File: config.mk
export PLATFORM = sky130hd
export DESIGN_NAME = key_sw_conditioner
export DESIGN_NICKNAME = d
export VERILOG_FILES = /design/src/rtl/key_sw_conditioner.sv
export SDC_FILE = /design/constraint.sdc
export NUM_CORES = 1
export LEC_CHECK = 0
export BUFFER_PORTS_ARGS = -buffer_cell sky130_fd_sc_hd__buf_2
export CAP_MARGIN = 20
export CORE_MARGIN = 2
export CORE_UTILIZATION = 40
export DETAILED_ROUTE_END_ITERATION = 16
export GPL_ROUTABILITY_DRIVEN = 1
export HOLD_SLACK_MARGIN = 0.15
export PLACE_DENSITY = 0.65
export SYNTH_ARGS = -nofsm -noshare
export SYNTH_HDL_FRONTEND = slang
export SYNTH_SLANG_ARGS = --single-unit
File: constraint.sdc
create_clock -name clk_clk -period 3.35 [get_ports clk_clk]
set_input_delay 1.005 -clock clk_clk [delete_from_list [all_inputs] [get_ports clk_clk]]
set_output_delay 1.005 -clock clk_clk [all_outputs]
set_load 0.02 [all_outputs]
File: src/rtl/key_sw_conditioner.sv
// Synchronizes and debounces DE1-SoC keys (active-low) and slide switches, and
// derives per-key press/release pulses plus a sticky, software-clearable press capture.
module key_sw_conditioner #(
  parameter int DEBOUNCE_CYCLES = 50000,
  parameter int CNT_W           = 20
) (
  input  logic       clk_clk,
  input  logic       reset_reset_n,
  input  logic [3:0] key_raw_n,
  input  logic [9:0] sw_raw,
  input  logic [3:0] edge_clear,
  output logic [3:0] key_export,
  output logic [9:0] sw_export,
  output logic [3:0] key_press,
  output logic [3:0] key_release,
  output logic [3:0] key_edge
);

  localparam int NCH = 14;
  localparam logic [CNT_W-1:0] CNT_LAST = CNT_W'(DEBOUNCE_CYCLES - 1);

  logic [NCH-1:0]   raw_in;
  logic [NCH-1:0]   s1_q;
  logic [NCH-1:0]   s2_q;
  logic [NCH-1:0]   stable_q;
  logic [NCH-1:0]   stable_d;
  logic [CNT_W-1:0] cnt_q [NCH];
  logic [CNT_W-1:0] cnt_d [NCH];
  logic [3:0]       press_q;
  logic [3:0]       press_d;
  logic [3:0]       release_q;
  logic [3:0]       release_d;
  logic [3:0]       edge_q;
  logic [3:0]       edge_d;

  // Keys occupy channels 3:0, inverted so every channel reads 1 = active.
  assign raw_in = {sw_raw, ~key_raw_n};

  // Any agreement between s2 and stable restarts the run of differing samples.
  always_comb begin
    stable_d = stable_q;
    for (int i = 0; i < NCH; i++) begin
      cnt_d[i] = '0;
      if (s2_q[i] != stable_q[i]) begin
        if (cnt_q[i] == CNT_LAST) begin
          stable_d[i] = s2_q[i];
        end else begin
          cnt_d[i] = cnt_q[i] + CNT_W'(1);
        end
      end
    end
  end

  // A press in the same cycle as a clear keeps the capture bit set.
  always_comb begin
    press_d   = stable_d[3:0] & ~stable_q[3:0];
    release_d = ~stable_d[3:0] & stable_q[3:0];
    edge_d    = (edge_q & ~edge_clear) | press_d;
  end

  always_ff @(posedge clk_clk) begin
    if (!reset_reset_n) begin
      s1_q      <= '0;
      s2_q      <= '0;
      stable_q  <= '0;
      press_q   <= '0;
      release_q <= '0;
      edge_q    <= '0;
      for (int i = 0; i < NCH; i++) begin
        cnt_q[i] <= '0;
      end
    end else begin
      s1_q      <= raw_in;
      s2_q      <= s1_q;
      stable_q  <= stable_d;
      press_q   <= press_d;
      release_q <= release_d;
      edge_q    <= edge_d;
      for (int i = 0; i < NCH; i++) begin
        cnt_q[i] <= cnt_d[i];
      end
    end
  end

  assign key_export  = stable_q[3:0];
  assign sw_export   = stable_q[NCH-1:4];
  assign key_press   = press_q;
  assign key_release = release_q;
  assign key_edge    = edge_q;

endmodule
==> results of run 1 <==
## final cells by class
type / count / area (um^2) / area share (%)
clock inverter: 24 / 363 / 2.18
timing repair buffer: 60 / 350 / 2.10
multi-input combinational: 1220 / 7450 / 44.7
inverter: 49 / 184 / 1.10
clock buffer: 45 / 1060 / 6.36
tap: 461 / 577 / 3.46
sequential: 334 / 6690 / 40.1
## state kept, by name, summed over array words and instances (netlist names)
register	flops
key_release	4
key_press	4
stable_q	14
cnt_q	280
s1_q	14
s2_q	14
key_edge	4
## per-layer routing
layer	vias up	routed length (um)	share of wire [%]	GRT usage, %
met4	0	700	2.4	5.29
li1	6031	-	-	-
met5	-	0	0	0
met1	5469	14100	48	20.2
met3	46	1060	3.6	3.52
met2	132	13400	46	26.0
## how the worst min path moves through the flow
stage | end | slack, ns | cells past startpoint
after floorplan | s2_q[0] | 0.41 | 1
after global placement | s2_q[12] | 0.41 | 1
final | s2_q[3] | 0.43 | 1
after global routing | s2_q[8] | 0.44 | 1
after CTS | s2_q[3] | 0.43 | 1
after detailed placement | s2_q[3] | 0.42 | 1
## critical path, delay by kind of cell (launching register included)
kind | cells | cell delay [ns]
buffers and inverters | 1 | 0.30
AOI/OAI and AO/OA | 1 | 0.53
DFF | 1 | 0.35
and+or+nand+nor | 3 | 1.16
## stage by stage
| stage | hold WS (ns) | instance area [um^2] |
|---|---|---|
| after floorplan | 0.412 | 14600 |
| after global placement | 0.414 | 15300 |
| after detailed placement | 0.419 | 15300 |
| after CTS | 0.434 | 16700 |
| after global routing | 0.444 | 16700 |
| final | 0.433 | 16700 |
## cell families (layout without fill, tap and decap cells)
| logic type | count (synthesis) | count (layout) |
|---|---|---|
| xor+xnor | 190 | 190 |
| compound gates | 197 | 197 |
| simple gates | 819 | 819 |
| flops | 334 | 334 |
| buf+inv | 111 | 178 |
| fa+ha+maj | 14 | 14 |
## report_power, final
group / internal [uW] / switching (uW) / total (uW) / leakage (uW)
logic: 32.2 / 57.7 / 89.9 / 0.00189
registers: 3990 / 12.1 / 4010 / 0.00270
clock network: 2900 / 1700 / 4600 / 0.000684
total: 6920 / 1770 / 8690 / 0.00527
## cell usage in the layout, fill, tap and decap left out, drive strengths merged, types with 32 or more instances in the layout
| cell type | Yosys | routed |
|---|---|---|
| nand4 | 94 | 94 |
| or3 | 53 | 53 |
| and4 | 32 | 32 |
| or4 | 42 | 42 |
| nand3 | 92 | 92 |
| a21oi | 84 | 84 |
| nor2 | 226 | 226 |
| xnor2 | 92 | 92 |
| buf | 12 | 60 |
| and2 | 36 | 36 |
| inv | 49 | 50 |
| clkbuf | 50 | 45 |
| xor2 | 98 | 98 |
| dfxtp | 334 | 334 |
| nor3 | 37 | 37 |
| o21ai | 50 | 50 |
| nand2 | 82 | 82 |
| nor4 | 53 | 53 |
## synth_stat cells (49+ instances only)
cell type	n	area (um^2)
dfxtp_1	334	6690
nor2_1	226	848
xor2_1	98	858
nand3_1	92	460
xnor2_1	92	806
nand4_1	91	569
a21oi_1	83	415
nand2_1	82	308
nor4_1	53	332
or3_1	52	325
clkbuf_1	50	188
inv_1	49	184
==> impl_metrics.yaml, run 1 <==
status:
  outcome: "complete, no violations"
logic_synthesis:
  synth-edff-count: 0
  synth_fa_ha_area_share_pct: 1.20
  synth_compound_area_share_pct: 7.98
  syn_avg_cell_area_um2: 8.76
  seq_area_frac_synth_pct: 45.9
  netlist_area_mm2: 0.0146
  synthCells: 1665
  ys_ff_latch: 334
  synth_top_family_by_area: "simple AND/OR/NAND/NOR gates"
  synthDistinctLibCells: 51
  yosysWarnings: 0
  yosys_most_used_dff: "dfxtp_1"
  synth-async-reset-ratio_pct: 0
  syn-num-nets: 1699
  synth_xor_area_share_pct: 11.4
  synthMuxAreaShare_pct: 0
  synthSimpleGateAreaFrac_pct: 30.5
floorplanning:
  fp-row-count: 69
  ioPinCount: 46
  die_h_um: 195
  core_mm2: 0.0357
  die-area_mm2: 0.0380
  start_util_pct: 40.8
  die_w_um: 195
drt:
  avgRoutedWirePerCell_um: 13.4
  first_pass_iters: 5
  ant_nets: 0
  vias: 11700
  wl_mm: 29.3
  drc: 0
  vias_per_cell: 5.33
  detail_route.iter0.violations: 376
timing:
  max_slew_margin_pct: 43.2
  rsz0062_at_grt: "no"
  finalCriticalPeriod_ns: 2.46
  setup_ws_ns: 0.893
  worst_pin_slew_ns: 0.849
  fin_skew_ns: 0.0129
  setup_violations: 0
  finalMaxSlewViolations: 0
  period_share_pct: 73.3
  fmax_ghz: 0.407
  tns_ns: 0
  hold_viol_final: 0
cts:
  post_cts_buffers: 0
  cts_sinks: 334
  clkSlewWorstSetupHoldPaths_ns: 0.06
  hold_buffers: 0
  worstSkewPairLatency_ns: 0.55
  cts-root-buf: "clkbuf_16"
  cts.path.max_buffers: 3
  cts_buffers: 39
  cts.repair.resized: 0
  cts_tree: "yes"
  htreeDepth: 2
layout:
  final_core_util_pct: 46.6
  layout-drive-gt1-share_pct: 8.78
  n_antenna_cell: 0
  final_cells: 2193
  nFillCells: 3453
  nNetsFinal: 1738
  syn_to_final_growth_pct: 14.3
critical_path:
  r2r_slack_ns: 0.89
  rr_endpoint: "cnt_q[0][43]"
  rr_startpoint: "cnt_q[0][56]"
  critPathCaptureType: "flip-flop"
  critPathCapture: "cnt_q[0][43]"
  crit_path_max_fanout: 12
  critPathArrivalTime_ns: 2.89
  startpoint: "cnt_q[0][56]"
  crit_chain: "or4b_2, or3_1, o21ai_1, buf_4, nor2_1"
  slowest_delay_ns: 0.71
  r2r_cells: 5
  start_kind: "flip-flop"
  crit_type: "reg2reg"
  worstPathRequired_ns: 3.79
  cpMaxStageDelayCell: "or4b_2"
grt:
  gr-usage-all-layers_pct: 15.7
  first_global_vias: 11100
  grt_first_pass_wirelength_mm: 51.2
  grt_antenna_before_repair: 0
  grt-ovfl-total: 0
  grt_max_degree: 33
job:
  maxCapViolCount: 0
power_and_ir_drop:
  peakVddDrop_uv: 334
  power_uw: 8690
  p_leak_uw: 0.00527
  power_density_mw_per_mm2: 521
place:
  numPortBuffers: 45
  place_inst: 2124
  dp_hpwl_mm: 20.0
  pre_cts_slack_ns: 0.891
  routabilityCongestion: 0.820
hold_path:
  hold_start: "s1_q[3]"
  hp-class: "reg2reg"
(Power assumes the default switching activity.)
==> run 2: changes to the inputs <==
Settings changed: PLACE_DENSITY 0.65 to 0.67.
Clock period 3.35 ns to 2.15 ns, I/O delays scaled along.
==> impl_metrics.yaml, run 2 (same netlist as run 1, synthesis figures left out) <==
floorplanning:
  fp-row-count: 69
  die_w_um: 195
  die-area_mm2: 0.0380
  core_mm2: 0.0357
  die_h_um: 195
  ioPinCount: 46
  start_util_pct: 40.8
power_and_ir_drop:
  p_int_uw: 10500
  p_clk_share_pct: 51.3
  power_frac_seq_pct: 47.5
  p_sw_uw: 2630
  p_leak_uw: 0.00541
  switching_share_pct: 20.0
  peakVddDrop_uv: 595
  combinationalPowerShare_pct: 1.2
  power_density_mw_per_mm2: 780
layout:
  final_cells: 2226
  final_core_util_pct: 47.1
  n_antenna_cell: 0
  layout_common_cells: "334 x dfxtp_1, 226 x nor2_1, 98 x xor2_1, 92 x nand3_1, 92 x xnor2_1"
  layout-drive-gt1-share_pct: 10.3
  final_area_mm2: 0.0168
  largest_register_ffs: 280
  max_flop_register: "cnt_q"
  final_common_cell: "dfxtp_1"
  syn_to_final_growth_pct: 15.5
  nNetsFinal: 1772
place:
  pre_cts_slack_ns: 0.0146
  routabilityCongestion: 0.808
  numPortBuffers: 45
  dp_hpwl_mm: 20.5
  placed_area_mm2: 0.0155
  place_inst: 2157
grt:
  grt_antenna_before_repair: 0
  grt-ovfl-total: 0
  grt_first_pass_wirelength_mm: 51.2
  first_global_vias: 11300
  grt_max_degree: 34
  gr-usage-all-layers_pct: 15.5
timing:
  fmax_ghz: 0.495
  setup_violations: 0
  rsz0062_at_grt: "no"
  finalCriticalPeriod_ns: 2.02
  fin_skew_ns: 0.0252
  hold_viol_final: 0
  tns_ns: 0
  period_share_pct: 94.0
  worst_pin_slew_ns: 0.541
  setup_ws_ns: 0.129
  finalMaxSlewViolations: 0
  max_slew_margin_pct: 63.4
cts:
  cts_sinks: 334
  clkSlewWorstSetupHoldPaths_ns: 0.06
  htreeDepth: 2
  cts_buffers: 37
  worstSkewPairLatency_ns: 0.53
  cts-root-buf: "clkbuf_16"
  cts.repair.resized: 0
  cts_tree: "yes"
  cts.path.max_buffers: 3
critical_path:
  rr_startpoint: "cnt_q[0][56]"
  start_kind: "flip-flop"
  path_buf_inv: 1
  slowest_delay_ns: 0.72
  crit_type: "reg2reg"
  cp_top_family: "simple AND/OR/NAND/NOR gates"
  r2r_cells: 5
  critPathArrivalTime_ns: 2.44
  crit_path_max_fanout: 13
  critPathCaptureType: "flip-flop"
  cpMaxStageDelayCell: "or4b_2"
  worstPathRequired_ns: 2.57
  rr_endpoint: "cnt_q[0][43]"
  crit_chain: "or4b_2, or3_1, o21ai_1, buf_4, nor2_1"
  r2r_slack_ns: 0.13
drt:
  ant_nets: 0
  wl_mm: 29.7
  detail_route.iter0.violations: 571
  avgRoutedWirePerCell_um: 13.4
  vias_per_cell: 5.34
  vias: 11900
  drc: 0
  first_pass_iters: 5
hold_path:
  hold_start: "key_raw_n[0]"
  hold_depth: 2
  worstHoldEndpoint: "s1_q[0]"
  hp-class: "in2reg"
job:
  maxCapViolCount: 0
status:
  outcome: "complete, no violations"
## run 2: cell count changes in the layout (fill, tap and decap cells not counted), moves of 3 or more
cell,delta
buf_4,+36
clkbuf_8,+4
clkinv_4,-4
clkinvlp_4,-4
clkbuf_1,+3
clkinv_2,+3
## run 2: final cells by class
| type | instances | area (um^2) |
|---|---|---|
| inverters | 49 | 184 |
| well taps | 461 | 577 |
| clock buffers | 50 | 1080 |
| repair buffers | 96 | 621 |
| multi-input cells | 1220 | 7450 |
| clock inverters | 16 | 244 |
| flip-flops and latches | 334 | 6690 |
| fillers | 3412 | 18900 |
## run 2: metal layers
metal | GRT usage, % | up-vias | wire length (um)
met5 | 0 | - | 0
met4 | 5.20 | 0 | 633
met3 | 3.02 | 42 | 1120
met2 | 26.0 | 159 | 13700
met1 | 20.1 | 5600 | 14300
li1 | - | 6093 | -
## run 2: metrics by stage
step,hold slack (ns),power [uW]
2_1_floorplan,0.412,6460
3_3_place_gp,0.414,6530
3_5_place_dp,0.419,6530
4_1_cts,0.253,13300
5_1_grt,0.256,13600
6_report,0.282,13100
## run 2: repair_timing
action / CTS / global route
buffers inserted: 0 / 3
hold buffers: 0 / 0
endpoints found under the setup margin: 0 / 17
## run 2: worst max path at each step
stage	from	to	slack (ns)	cells after the start
final	cnt_q[0][56]	cnt_q[0][43]	0.13	5
after global routing	cnt_q[0][77]	cnt_q[0][66]	0.004	5
after CTS	cnt_q[0][116]	cnt_q[0][106]	0.001	5
after detailed placement	cnt_q[0][116]	cnt_q[0][106]	0.01	5
after global placement	cnt_q[0][116]	cnt_q[0][102]	0.18	5
after floorplan	cnt_q[1][100]	cnt_q[1][106]	0.24	7
## run 2: power by group through the flow
| stage | clock, uW | sequential (uW) | combinational (uW) |
|---|---|---|---|
| after global placement | 0 | 6380 | 152 |
| after global routing | 7160 | 6240 | 175 |
| final | 6740 | 6240 | 155 |
| after floorplan | 0 | 6370 | 86.8 |
| after CTS | 6930 | 6240 | 155 |
| after detailed placement | 0 | 6380 | 154 |
==> run 3: changes to the inputs <==
Clock period 2.15 ns to 1.7 ns, I/O delays scaled along.
==> impl_metrics.yaml, run 3 (same netlist as run 1, synthesis figures left out) <==
power_and_ir_drop:
  p_leak_uw: 0.00665
  power_density_mw_per_mm2: 855
  peakVddDrop_uv: 799
  power_uw: 16600
grt:
  grt_first_pass_wirelength_mm: 54.6
  first_global_vias: 12100
  grt_antenna_before_repair: 0
  grt-ovfl-total: 0
  gr-usage-all-layers_pct: 16.5
  grt_max_degree: 30
critical_path:
  critPathCaptureType: "flip-flop"
  critPathArrivalTime_ns: 2.31
  start_kind: "flip-flop"
  crit_type: "reg2reg"
  crit_path_max_fanout: 5
  r2r_slack_ns: -0.20
  worstPathRequired_ns: 2.11
cts:
  cts_buffers: 38
  cts-root-buf: "clkbuf_16"
  clkSlewWorstSetupHoldPaths_ns: 0.06
  cts.path.max_buffers: 3
  worstSkewPairLatency_ns: 0.53
  htreeDepth: 2
  cts_sinks: 334
  cts_tree: "yes"
place:
  numPortBuffers: 45
  pre_cts_slack_ns: -0.203
  routabilityCongestion: 0.858
  dp_hpwl_mm: 22.4
  place_inst: 2332
floorplanning:
  fp-row-count: 69
  die_w_um: 195
  die-area_mm2: 0.0380
  ioPinCount: 46
  die_h_um: 195
  start_util_pct: 40.8
  core_mm2: 0.0357
job:
  maxCapViolCount: 0
layout:
  layout_common_cells: "278 x dfxtp_1, 231 x buf_4, 182 x nor2_1, 98 x xor2_1, 92 x xnor2_1"
  n_antenna_cell: 0
  layout-drive-gt1-share_pct: 29.2
  nFillCells: 3218
  final_core_util_pct: 54.4
  nNetsFinal: 1988
  final_common_cell: "dfxtp_1"
  final_cells: 2443
  syn_to_final_growth_pct: 33.3
  largest_register_ffs: 280
  max_flop_register: "cnt_q"
status:
  violations: "negative setup slack"
  outcome: "finished with violations"
timing:
  rsz0062_at_grt: "yes"
  period_share_pct: 112
  hold_viol_final: 0
  fin_skew_ns: 0.0149
  setup_ws_ns: -0.200
  max_slew_margin_pct: 69.2
  finalCriticalPeriod_ns: 1.90
  setup_violations: 111
  worst_pin_slew_ns: 0.457
  tns_ns: -11.53
  fmax_ghz: 0.526
  finalMaxSlewViolations: 0
drt:
  wl_mm: 33.3
  detail_route.iter0.violations: 403
  drc: 0
  vias_per_cell: 5.25
  vias: 12800
  first_pass_iters: 4
  avgRoutedWirePerCell_um: 13.6
  ant_nets: 0
hold_path:
  hp-class: "in2reg"
-- run 3: cell types whose count changed in the layout (fill, tap and decap cells not counted), moves of 13 or more --
| cell | delta |
|---|---|
| nor2_2 | +30 |
| a21oi_1 | -20 |
| buf_6 | +19 |
| nor2_4 | +14 |
| a21oi_2 | +20 |
| buf_4 | +181 |
| nor4_1 | -13 |
| dfxtp_2 | +52 |
| nor2_1 | -44 |
| dfxtp_1 | -56 |
-- run 3: repair_timing --
action	CTS	global route
gates resized for setup	48	197
endpoints found under the hold margin	4	0
cloned	3	10
buffers inserted	3	23
pin swaps	21	54
endpoints found under the setup margin	121	241
hold buffers	4	0
-- run 3: path summary, 6_finish.rpt --
check                                   from           end  depth (start not counted)
worst max register to register  cnt_q[0][27]  cnt_q[0][38]                          5
worst min register to register      s1_q[12]      s2_q[12]                          1
worst max-delay path            cnt_q[0][27]  cnt_q[0][38]                          5
worst min-delay path               sw_raw[3]       s1_q[7]                          2
-- run 3: layout make-up --
| type | instances | area [um^2] | share of cell area, % |
|---|---|---|---|
| timing repair buffer | 311 | 2390 | 12.3 |
| clock buffer | 55 | 1140 | 5.86 |
| multi-input combinational | 1220 | 8210 | 42.2 |
| clock inverter | 13 | 174 | 0.895 |
| tap | 461 | 577 | 2.97 |
| inverter | 49 | 184 | 0.946 |
| sequential | 334 | 6770 | 34.8 |
-- run 3: per-stage QoR --
stage | cell area (um^2) | hold slack (ns)
floorplan | 14800 | 0.412
global placement | 17000 | 0.414
detailed placement | 17000 | 0.423
CTS | 18600 | 0.159
global route | 19400 | 0.170
finish | 19400 | 0.186
-- run 3: worst max-delay path: stages (launching register included) --
cell and delay (ns):
dfxtp_4 0.35, or4_4 0.52, or3_4 0.44, o211ai_4 0.26, buf_6 0.17, a21oi_1 0.04
-- run 3: per-layer routing --
layer | wire (um) | GRT usage [%]
met1 | 15500 | 21.2
met2 | 15900 | 28.1
met3 | 1110 | 3.07
met4 | 774 | 5.23
met5 | 0 | 0
-- run 3: power breakdown --
part | internal [uW] | switching [uW]
Combinational | 121 | 149
Sequential | 7860 | 25.4
Clock | 5260 | 3200
Total | 13200 | 3380
